--- src/rtl/sisc_defs.sv ---
// Shared SISC definitions: instruction field positions, opcodes and fetch state encoding.
package sisc_defs;

  localparam int unsigned DEF_DATA_W = 32;
  localparam int unsigned DEF_ADDR_W = 16;
  localparam int unsigned DEF_IMM_W  = 16;

  localparam int unsigned OPC_HI = 31;
  localparam int unsigned OPC_LO = 28;
  localparam int unsigned MM_HI  = 27;
  localparam int unsigned MM_LO  = 24;

  localparam logic [3:0] OP_NOOP = 4'h0;
  localparam logic [3:0] OP_ADD  = 4'h1;
  localparam logic [3:0] OP_SUB  = 4'h2;
  localparam logic [3:0] OP_AND  = 4'h3;
  localparam logic [3:0] OP_OR   = 4'h4;
  localparam logic [3:0] OP_XOR  = 4'h5;
  localparam logic [3:0] OP_NOT  = 4'h6;
  localparam logic [3:0] OP_SHFT = 4'h7;
  localparam logic [3:0] OP_BRA  = 4'h8;
  localparam logic [3:0] OP_BRR  = 4'h9;
  localparam logic [3:0] OP_LOD  = 4'hA;
  localparam logic [3:0] OP_STR  = 4'hB;
  localparam logic [3:0] OP_HLT  = 4'hF;

  typedef enum logic [1:0] {
    ST_IDLE  = 2'd0,
    ST_REQ   = 2'd1,
    ST_WAIT  = 2'd2,
    ST_DRAIN = 2'd3
  } fetch_state_e;

endpackage

--- src/rtl/sisc_branch_target.sv ---
// Branch target: absolute immediate, or PC plus sign-extended immediate (wraps mod 2^ADDR_W).
module sisc_branch_target
  import sisc_defs::*;
#(
  parameter int unsigned ADDR_W = DEF_ADDR_W,
  parameter int unsigned IMM_W  = DEF_IMM_W
) (
  input  logic [ADDR_W-1:0] pc,
  input  logic [IMM_W-1:0]  imm,
  input  logic              br_sel,
  output logic [ADDR_W-1:0] target_c
);

  logic [ADDR_W-1:0] imm_abs;
  logic [ADDR_W-1:0] imm_sext;

  always_comb begin
    imm_abs  = ADDR_W'(imm);
    imm_sext = ADDR_W'($signed(imm));
    target_c = br_sel ? imm_abs : (pc + imm_sext);
  end

endmodule

--- src/rtl/sisc_fetch_unit.sv ---
// SISC fetch unit: owns PC and IR, runs the instruction-memory handshake for the control FSM.
module sisc_fetch_unit
  import sisc_defs::*;
#(
  parameter int unsigned       DATA_W   = DEF_DATA_W,
  parameter int unsigned       ADDR_W   = DEF_ADDR_W,
  parameter int unsigned       IMM_W    = DEF_IMM_W,
  parameter logic [ADDR_W-1:0] RESET_PC = '0
) (
  input  logic              clk,
  input  logic              rst,
  input  logic              pc_rst,
  input  logic              pc_write,
  input  logic              pc_sel,
  input  logic              br_sel,
  input  logic              ir_load,
  output logic              mem_req,
  output logic [ADDR_W-1:0] mem_addr,
  input  logic              mem_gnt,
  input  logic              mem_rvalid,
  input  logic [DATA_W-1:0] mem_rdata,
  output logic [DATA_W-1:0] ir,
  output logic [3:0]        opcode,
  output logic [3:0]        mm,
  output logic [ADDR_W-1:0] pc,
  output logic              ir_valid,
  output logic              fetch_busy,
  output logic              proto_err
);

  fetch_state_e      state_q, state_d;
  logic [ADDR_W-1:0] pc_q, pc_d;
  logic [DATA_W-1:0] ir_q, ir_d;
  logic              ir_valid_q, ir_valid_d;
  logic              busy_q, busy_d;
  logic              req_q, req_d;
  logic [ADDR_W-1:0] addr_q, addr_d;
  logic              err_q, err_d;
  logic              inc_q, inc_d;
  logic              complete;
  logic [ADDR_W-1:0] br_target;

  sisc_branch_target #(
    .ADDR_W (ADDR_W),
    .IMM_W  (IMM_W)
  ) u_branch_target (
    .pc       (pc_q),
    .imm      (ir_q[IMM_W-1:0]),
    .br_sel   (br_sel),
    .target_c (br_target)
  );

  // Next-state logic; pc_rst overrides everything and drains an in-flight response.
  always_comb begin
    state_d    = state_q;
    pc_d       = pc_q;
    ir_d       = ir_q;
    ir_valid_d = 1'b0;
    busy_d     = busy_q;
    req_d      = req_q;
    addr_d     = addr_q;
    err_d      = err_q;
    inc_d      = inc_q;
    complete   = 1'b0;

    if (pc_rst) begin
      pc_d    = RESET_PC;
      req_d   = 1'b0;
      busy_d  = 1'b0;
      state_d = ST_IDLE;
      case (state_q)
        ST_WAIT:  if (!mem_rvalid) state_d = ST_DRAIN;
        ST_REQ:   if (mem_gnt && !mem_rvalid) state_d = ST_DRAIN;
        ST_DRAIN: if (!mem_rvalid) state_d = ST_DRAIN;
        default:  state_d = ST_IDLE;
      endcase
    end else begin
      if (pc_write && busy_q) err_d = 1'b1;
      case (state_q)
        ST_IDLE: begin
          if (mem_rvalid) err_d = 1'b1;
          if (pc_write && pc_sel) pc_d = br_target;
          if (ir_load) begin
            addr_d  = pc_q;
            req_d   = 1'b1;
            busy_d  = 1'b1;
            inc_d   = pc_write & ~pc_sel;
            state_d = ST_REQ;
          end
        end
        ST_REQ: begin
          if (mem_gnt) begin
            req_d = 1'b0;
            if (mem_rvalid) complete = 1'b1;
            else            state_d  = ST_WAIT;
          end else if (mem_rvalid) begin
            err_d = 1'b1;
          end
        end
        ST_WAIT: begin
          if (mem_rvalid) complete = 1'b1;
        end
        ST_DRAIN: begin
          if (ir_load)    err_d   = 1'b1;
          if (mem_rvalid) state_d = ST_IDLE;
        end
        default: state_d = ST_IDLE;
      endcase

      if (complete) begin
        ir_d       = mem_rdata;
        ir_valid_d = 1'b1;
        busy_d     = 1'b0;
        state_d    = ST_IDLE;
        if (inc_q) pc_d = pc_q + ADDR_W'(1);
      end
    end
  end

  always_ff @(posedge clk) begin
    if (rst) begin
      state_q    <= ST_IDLE;
      pc_q       <= RESET_PC;
      ir_q       <= '0;
      ir_valid_q <= 1'b0;
      busy_q     <= 1'b0;
      req_q      <= 1'b0;
      addr_q     <= RESET_PC;
      err_q      <= 1'b0;
      inc_q      <= 1'b0;
    end else begin
      state_q    <= state_d;
      pc_q       <= pc_d;
      ir_q       <= ir_d;
      ir_valid_q <= ir_valid_d;
      busy_q     <= busy_d;
      req_q      <= req_d;
      addr_q     <= addr_d;
      err_q      <= err_d;
      inc_q      <= inc_d;
    end
  end

  assign mem_req    = req_q;
  assign mem_addr   = addr_q;
  assign ir         = ir_q;
  assign opcode     = ir_q[OPC_HI:OPC_LO];
  assign mm         = ir_q[MM_HI:MM_LO];
  assign pc         = pc_q;
  assign ir_valid   = ir_valid_q;
  assign fetch_busy = busy_q;
  assign proto_err  = err_q;

endmodule

--- config.mk ---
export PLATFORM = sky130hd
export DESIGN_NAME = sisc_fetch_unit
export DESIGN_NICKNAME = d
export VERILOG_FILES = /design/src/rtl/sisc_defs.sv /design/src/rtl/sisc_branch_target.sv /design/src/rtl/sisc_fetch_unit.sv
export SDC_FILE = /design/constraint.sdc
export NUM_CORES = 1
export LEC_CHECK = 0
export CAP_MARGIN = 20
export CORE_ASPECT_RATIO = 0.8
export CORE_MARGIN = 1
export CORE_UTILIZATION = 48
export CTS_CLUSTER_SIZE = 8
export DETAILED_ROUTE_END_ITERATION = 8
export MAX_ROUTING_LAYER = met4
export PLACE_DENSITY = 0.81
export SLEW_MARGIN = 10
export SYNTH_ARGS = -nofsm -noshare
export SYNTH_HDL_FRONTEND = slang
export SYNTH_HIERARCHICAL = 1
export SYNTH_SLANG_ARGS = --single-unit
--- constraint.sdc ---
create_clock -name clk -period 3.35 [get_ports clk]
set_input_delay 0.67 -clock clk [delete_from_list [all_inputs] [get_ports clk]]
set_output_delay 0.67 -clock clk [all_outputs]
set_load 0.005 [all_outputs]
==> results.tsv, run 1 <==
stage	metric	value	unit
synth	sequential-to-total area share from yosys stat	0.3520	
clock_network	Clock Root Buffer	clkbuf_8	
worst_setup_path	Setup CP Type	reg2reg	
die	FP Rows	29	
routing	Vias/cell	5.580	
synth	Syn Std Cell Area	0.004038	sq mm
cells_and_area	Area Overhead vs Synth	33.34	%
sta	setup_tns	0	ns
clock_network	Post-CTS Repair Setup Buffers	0	
synth	cell accounting for the most synthesized area	dfxtp_1	
placement	Post-Place Worst Slack	0.5628	ns
placement	Inst Count DP	734	
cells_and_area	Post-Layout Inst Area	0.005384	sq mm
synth	Synth top area share	0.3520	
routing	routed vias	4185	
synth	ranking of synthesized cells by area	dfxtp_1 35%, nand2_1 13%, a21oi_1 9.3%	
worst_setup_path	Crit Path Max Fanout	8	
global_routing	global-route wire length before repair	19060	microns
sta	Hold Vio Cnt, Final	0	
routing	wire per inst	15.16	microns
cells_and_area	Total Nets Final	701	
synth	average size of a mapped cell	7.477	sq um
power	leakage power	1.972	nW
worst_setup_path	WP data required	3.64	ns
synth	prevailing post-synth register cell	dfxtp_1	
die	DIE WIDTH	104.5	microns
cells_and_area	fraction of layout cells with a size suffix above 1	0.06386	
cells_and_area	final std cells w/o fill	750	
routing	detailed router's first-iteration violation count	309	
synth	syn_nets	604	
die	Die Y-Extent	84.03	microns
synth	Syn Inst Count	540	
power	Max IR drop VDD	224.7	uV
sta	Slew headroom	0.4630	
global_routing	GRT overflow	0	
global_routing	largest net degree at the start of global routing	54	
global_routing	number of global-route vias before repair	3941	
synth	synthesized flop and latch total	71	
clock_network	post-CTS resize count	0	
status	status	completed	
worst_hold_path	worst hold path type	reg2reg	
worst_setup_path	CP startpoint kind	register	
synth	count of different cell masters after synthesis	56	
sta	Setup Skew	0.008168	ns
sta	slew at the pin closest to its max-slew limit	0.8054	ns
worst_setup_path	CP endpoint kind	register	
sta	fmax	354.7	MHz
synth	Post-synth EDFFs	0	
die	Starting Density	0.5012	
clock_network	clk slew on worst S/H paths	0.08	ns
sta	final setup margin	0.5304	ns
die	Die ar.	0.008785	sq mm
sta	crit path time final	2.820	ns
clock_network	H-Tree Depth	3	
flow_run	MaxCap Viol Count	0	
die	total core area	0.008055	sq mm
sta	Slew Limit Fails	0	
global_routing	initial antenna violation count	0	
routing	TritonRoute pass-1 iters	5	
worst_setup_path	Worst Path Arrival	3.11	ns
synth	Synth warnings	6	
cells_and_area	commonest non-fill, non-tap cell in the layout	nand2_1	
clock_network	cts bufs inserted	9	
placement	DP Area	0.005202	sq mm
placement	HPWL after detailed placement	8337	microns
routing	drc violations	0	
cells_and_area	antenna cells	0	
die	total I/O pin count	117	
global_routing	Total GRT Usage	0.2768	
sta	final period utilization	0.8417	
routing	number of antenna-violating nets in the routed design	0	
sta	Finish-stage setup viols	0	
placement	# port buffers	116	
clock_network	CTS tree	yes	
cells_and_area	fillcell total	714	
cells_and_area	commonest non-fill, non-tap cells in the layout	139 x nand2_1, 115 x clkdlybuf4s50_1, 75 x a21oi_1	
power	power density cells	357.4	mW/mm^2
clock_network	CTS Buffer Depth	2	
routing	overall routed net length	11370	microns
clock_network	CTS sink cnt	71	
sta	RSZ-0062 raised after global routing	no	
placement	Placer Congestion	0.9434	
synth	Synth async-reset ratio	0	
clock_network	count of hold-fix buffers inserted at cts	0	
clock_network	later-pin clock latency in the skew report	0.35	ns
## power by group
| part | switching, mW | total [mW] | internal [mW] |
|---|---|---|---|
| Clock | 0.343 | 0.634 | 0.291 |
| Combinational | 0.220 | 0.395 | 0.175 |
| Sequential | 0.0256 | 0.896 | 0.870 |
| Total | 0.589 | 1.92 | 1.34 |
## area by class of cell
class                           instances  area [sq um]  share of cell area
Multi-Input combinational cell        421          2389              0.4436
Sequential cell                        71          1421              0.2640
Timing Repair Buffer                  125          1224              0.2273
Clock buffer                           10         137.6             0.02556
Tap cell                              108         135.1             0.02510
Clock inverter                          6         43.79            0.008134
Inverter                                9         33.78            0.006275
## per-stage QoR
step	power, mW	hold slack, ns	utilization
after floorplan	1.153	0.4274	-
after global placement	1.294	0.4408	0.6459
after detailed placement	1.302	0.4485	0.6459
after CTS	1.934	0.4590	0.6684
after global routing	2.026	0.4762	0.6684
final	1.924	0.4557	0.6684
## flip-flops by register name (all words and copies together), names as in the netlist
name / cells
proto_err: 1
state_q: 2
mem_addr: 16
pc: 16
inc_q: 1
ir_valid: 1
mem_req: 1
fetch_busy: 1
ir: 32
## critical path, stage by stage (launching register included)
cell	delay, ns
dfxtp_1	0.40
ha_1	0.27
fa_1	0.40
a21o_1	0.21
a221oi_2	0.40
o211ai_1	0.15
a31oi_1	0.21
xor2_1	0.08
o21ai_0	0.19
nand2_1	0.10
a31o_2	0.25
a21oi_1	0.10
## routing by layer
metal	up-vias	GRT usage	share of wire
met1	1902	0.3748	0.48
met2	187	0.4154	0.43
met5	-	-	0
met3	17	0.05543	0.073
li1	2079	-	-
met4	0	0.08312	0.015
## synth_stat cells (all sizes together) (2+ instances only)
cell	n
a21o	7
mux2	2
nor3	6
nor4b	2
nand3	12
inv	9
and2	2
nand2b	2
ha	22
a31o	3
xor2	10
nand4	5
or3	3
a21oi	77
o22ai	2
nor2	27
a211oi	4
or2	2
nand2	139
a31oi	12
o21ai	30
nor4	2
nor2b	5
a32oi	2
xnor2	6
a41oi	2
and3	10
clkbuf	20
nand3b	2
buf	19
a311oi	2
nor3b	2
a221oi	3
o211ai	3
dfxtp	71
## cell families (layout without fill, tap and decap cells)
| logic type | after synthesis | after routing | share of synthesized area |
|---|---|---|---|
| buffers and inverters | 48 | 150 | 0.05764 |
| and+or+nand+nor | 223 | 223 | 0.2429 |
| xor gates and xnor gates | 16 | 16 | 0.03471 |
| muxes | 3 | 3 | 0.008057 |
| DFF | 71 | 71 | 0.3520 |
| adders and majority gates | 23 | 23 | 0.07313 |
| AOI/OAI and AO/OA | 156 | 156 | 0.2315 |
## final timing paths
path         start  endpoint  slack (ns)  depth (start not counted)
max          pc[0]    pc[12]        0.53                         11
min          inc_q     inc_q        0.46                          2
max reg2reg  pc[0]    pc[12]        0.53                         11
min reg2reg  inc_q     inc_q        0.46                          2
Power figures use the tool's default switching activity.
==> run 2, diff against run 1 <==
--- a/config.mk
+++ b/config.mk
@@ -8,11 +8,11 @@
 export CAP_MARGIN = 20
 export CORE_ASPECT_RATIO = 0.8
 export CORE_MARGIN = 1
-export CORE_UTILIZATION = 48
+export CORE_UTILIZATION = 43
 export CTS_CLUSTER_SIZE = 8
 export DETAILED_ROUTE_END_ITERATION = 8
 export MAX_ROUTING_LAYER = met4
-export PLACE_DENSITY = 0.81
+export PLACE_DENSITY = 0.76
 export SLEW_MARGIN = 10
 export SYNTH_ARGS = -nofsm -noshare
 export SYNTH_HDL_FRONTEND = slang
==> constraint.sdc (replaced) <==
create_clock -name clk -period 2.25 [get_ports clk]
set_input_delay 0.45 -clock clk [delete_from_list [all_inputs] [get_ports clk]]
set_output_delay 0.45 -clock clk [all_outputs]
set_load 0.005 [all_outputs]
==> run 2 against run 1 <==
  * The run now ends with negative setup slack left
  * Global-route usage grew 0.59 points
  * Non-clock buffer count grew 57
  * Cell area up 15%
  * Clock power increased to 2.7 times the previous value
  * Maximum frequency increased by 20%
  * Worst hold slack got worse by 0.0032 ns
  * Sequential cell count did not move
  * Critical path depth unchanged
  * Power up 94%
  * Via count increased by 8.2%
  * Setup slack worse by 0.63 ns
  * Sequential power rose by 48%
==> results.tsv, run 2 (synthesized netlist as in run 1, its figures left out) <==
stage	metric	value	unit	change
status	status	finished with violations		
status	failing checks	negative setup slack		
die	Die Y-Extent	88.67	microns	+5.5%
worst_setup_path	FF-to-FF setup slack	-0.1	ns	-0.63 ns
routing	wire per inst	16.40	microns	+8.2%
placement	Placer Congestion	0.9606		+1.8%
placement	# port buffers	116		unchanged
cells_and_area	Area Overhead vs Synth	53.55	%	
global_routing	Global Route met1 Usage	0.3345		-0.04023
die	Starting Density	0.4449		-0.05638
die	total core area	0.009076	sq mm	+13%
global_routing	largest net degree at the start of global routing	54		unchanged
sta	Slew headroom	0.6292		+0.1661
worst_hold_path	Hold Crit Start	mem_addr[7]		
worst_setup_path	CP Launch Point	ir[0]		
sta	Setup Skew	0.002919	ns	-0.005250 ns
worst_setup_path	origin of the critical flop-to-flop path	ir[0]		
global_routing	global-route wire length before repair	20520	microns	+7.7%
routing	detailed router's first-iteration violation count	277		-10%
routing	overall routed net length	13330	microns	+17%
worst_setup_path	CP endpoint kind	register		
clock_network	CTS tree	yes		
routing	TritonRoute pass-1 iters	7		+2
placement	Post-Place Worst Slack	-0.2001	ns	-0.7629 ns
global_routing	number of global-route vias before repair	4348		+10%
cells_and_area	commonest non-fill, non-tap cells in the layout	138 x nand2_1, 115 x clkdlybuf4s50_1, 69 x a21oi_1		
sta	crit path time final	2.348	ns	-0.4720 ns
global_routing	Total GRT Usage	0.2827		+0.005904
worst_setup_path	CP top delay family	compound AO/OA/AOI/OAI gates		
power	Max IR drop VDD	544.0	uV	+140%
cells_and_area	fraction of layout cells with a size suffix above 1	0.1777		+0.1138
worst_setup_path	Setup CP Type	reg2reg		
worst_hold_path	worst hold path type	reg2reg		
sta	slew at the pin closest to its max-slew limit	0.5562	ns	-0.2492 ns
die	FP Rows	31		+6.9%
routing	number of antenna-violating nets in the routed design	0		unchanged
worst_setup_path	crit path cell chain	ha_4 -> fa_2 -> a21o_1 -> a221oi_4 -> buf_4 -> nor4b_2 -> a211oi_2 -> xor2_1 -> o21ai_1 -> nand2_1 -> a31oi_1		
worst_setup_path	CP max stage delay	0.36	ns	-0.04 ns
placement	HPWL after detailed placement	9543	microns	+14%
global_routing	GRT overflow	0		unchanged
die	total I/O pin count	117		unchanged
worst_setup_path	WP data required	2.46	ns	-1.18 ns
power	Power Total	3.727	mW	+94%
clock_network	later-pin clock latency in the skew report	0.34	ns	about the same
routing	drc violations	0		unchanged
clock_network	cts bufs inserted	9		unchanged
clock_network	Clock Root Buffer	clkbuf_16		
global_routing	met2 Resource Use GR	0.4613		+0.04591
routing	Vias/cell	5.572		-0.14%
power	leakage power	2.365	nW	+20%
cells_and_area	Total Nets Final	758		+8.1%
clock_network	H-Tree Depth	3		unchanged
flow_run	MaxCap Viol Count	0		unchanged
sta	final setup margin	-0.09762	ns	-0.6280 ns
global_routing	GRT met3 Usage	0.06848		+0.01306
placement	DP Area	0.005623	sq mm	+8.1%
sta	setup_tns	-0.3124	ns	-0.3124 ns
worst_setup_path	WP buf/inv	1		+1
cells_and_area	fillcell total	800		+12%
sta	Hold Vio Cnt, Final	0		unchanged
clock_network	CTS Buffer Depth	2		unchanged
sta	hold_ws	0.4525	ns	-0.003218 ns
global_routing	GRT busiest layer	met2		
worst_setup_path	Worst Path Arrival	2.56	ns	-0.55 ns
placement	Inst Count DP	792		+7.9%
cells_and_area	final core utilization	0.6831		+0.01470
cells_and_area	antenna cells	0		unchanged
cells_and_area	commonest non-fill, non-tap cell in the layout	nand2_1		
clock_network	clk slew on worst S/H paths	0.06	ns	-0.02 ns
die	DIE WIDTH	110.3	microns	+5.5%
worst_setup_path	Crit Path Max Fanout	3		-5
routing	routed vias	4530		+8.2%
global_routing	initial antenna violation count	0		unchanged
power	power density cells	601.1	mW/mm^2	+68%
sta	final period utilization	1.043		+0.2017
cells_and_area	final std cells w/o fill	813		+8.4%
worst_setup_path	CP startpoint kind	register		
die	Die ar.	0.009784	sq mm	+11%
cells_and_area	Post-Layout Inst Area	0.006200	sq mm	+15%
sta	RSZ-0062 raised after global routing	yes		
sta	Slew Limit Fails	0		unchanged
cells_and_area	max reg flops	32		unchanged
worst_setup_path	CP max stage cell	fa_2		
sta	Finish-stage setup viols	6		+6
sta	fmax	426.0	MHz	+20%
clock_network	CTS sink cnt	71		unchanged
[run 2: cell types whose count changed in the layout (fill, tap and decap cells not counted), moves of 4 or more]
cell       previous run  this run
bufinv_16             0         4
ha_4                  0         6
o21ai_0              29        22
clkbuf_8             10         0
o21ai_1               1         8
a21oi_2               2         8
ha_1                 22        16
dfxtp_1              71        64
a21oi_1              75        69
buf_4                 9        63
dfxtp_2               0         7
clkbuf_16             0         9
[run 2: final timing paths]
path,end,depth (start not counted)
max,pc[14],11
min,mem_addr[7],2
max reg2reg,pc[14],11
min reg2reg,mem_addr[7],2
[run 2: worst register-to-register path, delay by kind of cell, from the launching register on]
family,cells,cell delay [ns]
compound gates,5,0.84
buf+inv,1,0.19
flops,1,0.33
fa+ha+maj,2,0.53
xor+xnor,1,0.21
simple gates,2,0.11
[run 2: area by class of cell]
type	instances	area, sq um	area share
clock buffer	9	225.2	0.03633
sequential	71	1430	0.2307
inverter	9	33.78	0.005449
tap	115	143.9	0.02321
clock inverter	6	133.9	0.02159
multi-input combinational	421	2561	0.4131
timing repair buffer	182	1672	0.2696
[run 2: report_power, final]
part	total, mW	leakage [nW]	switching (mW)	internal [mW]
Combinational	0.661	1.61	0.360	0.301
Sequential	1.33	0.577	0.0308	1.30
Clock	1.74	0.175	0.549	1.19
Total	3.73	2.36	0.939	2.79
[run 2: metal layers]
metal / wire length [microns] / up-vias
met5: 0 / -
met4: 295 / 0
met3: 1169 / 35
met2: 6177 / 207
met1: 5688 / 2099
li1: - / 2189
[run 2: repair_timing]
item,CTS,global route
hold buffers,0,0
setup endpoints to repair,7,8
pin swaps,20,7
gates resized for setup,25,11
buffers inserted,4,2
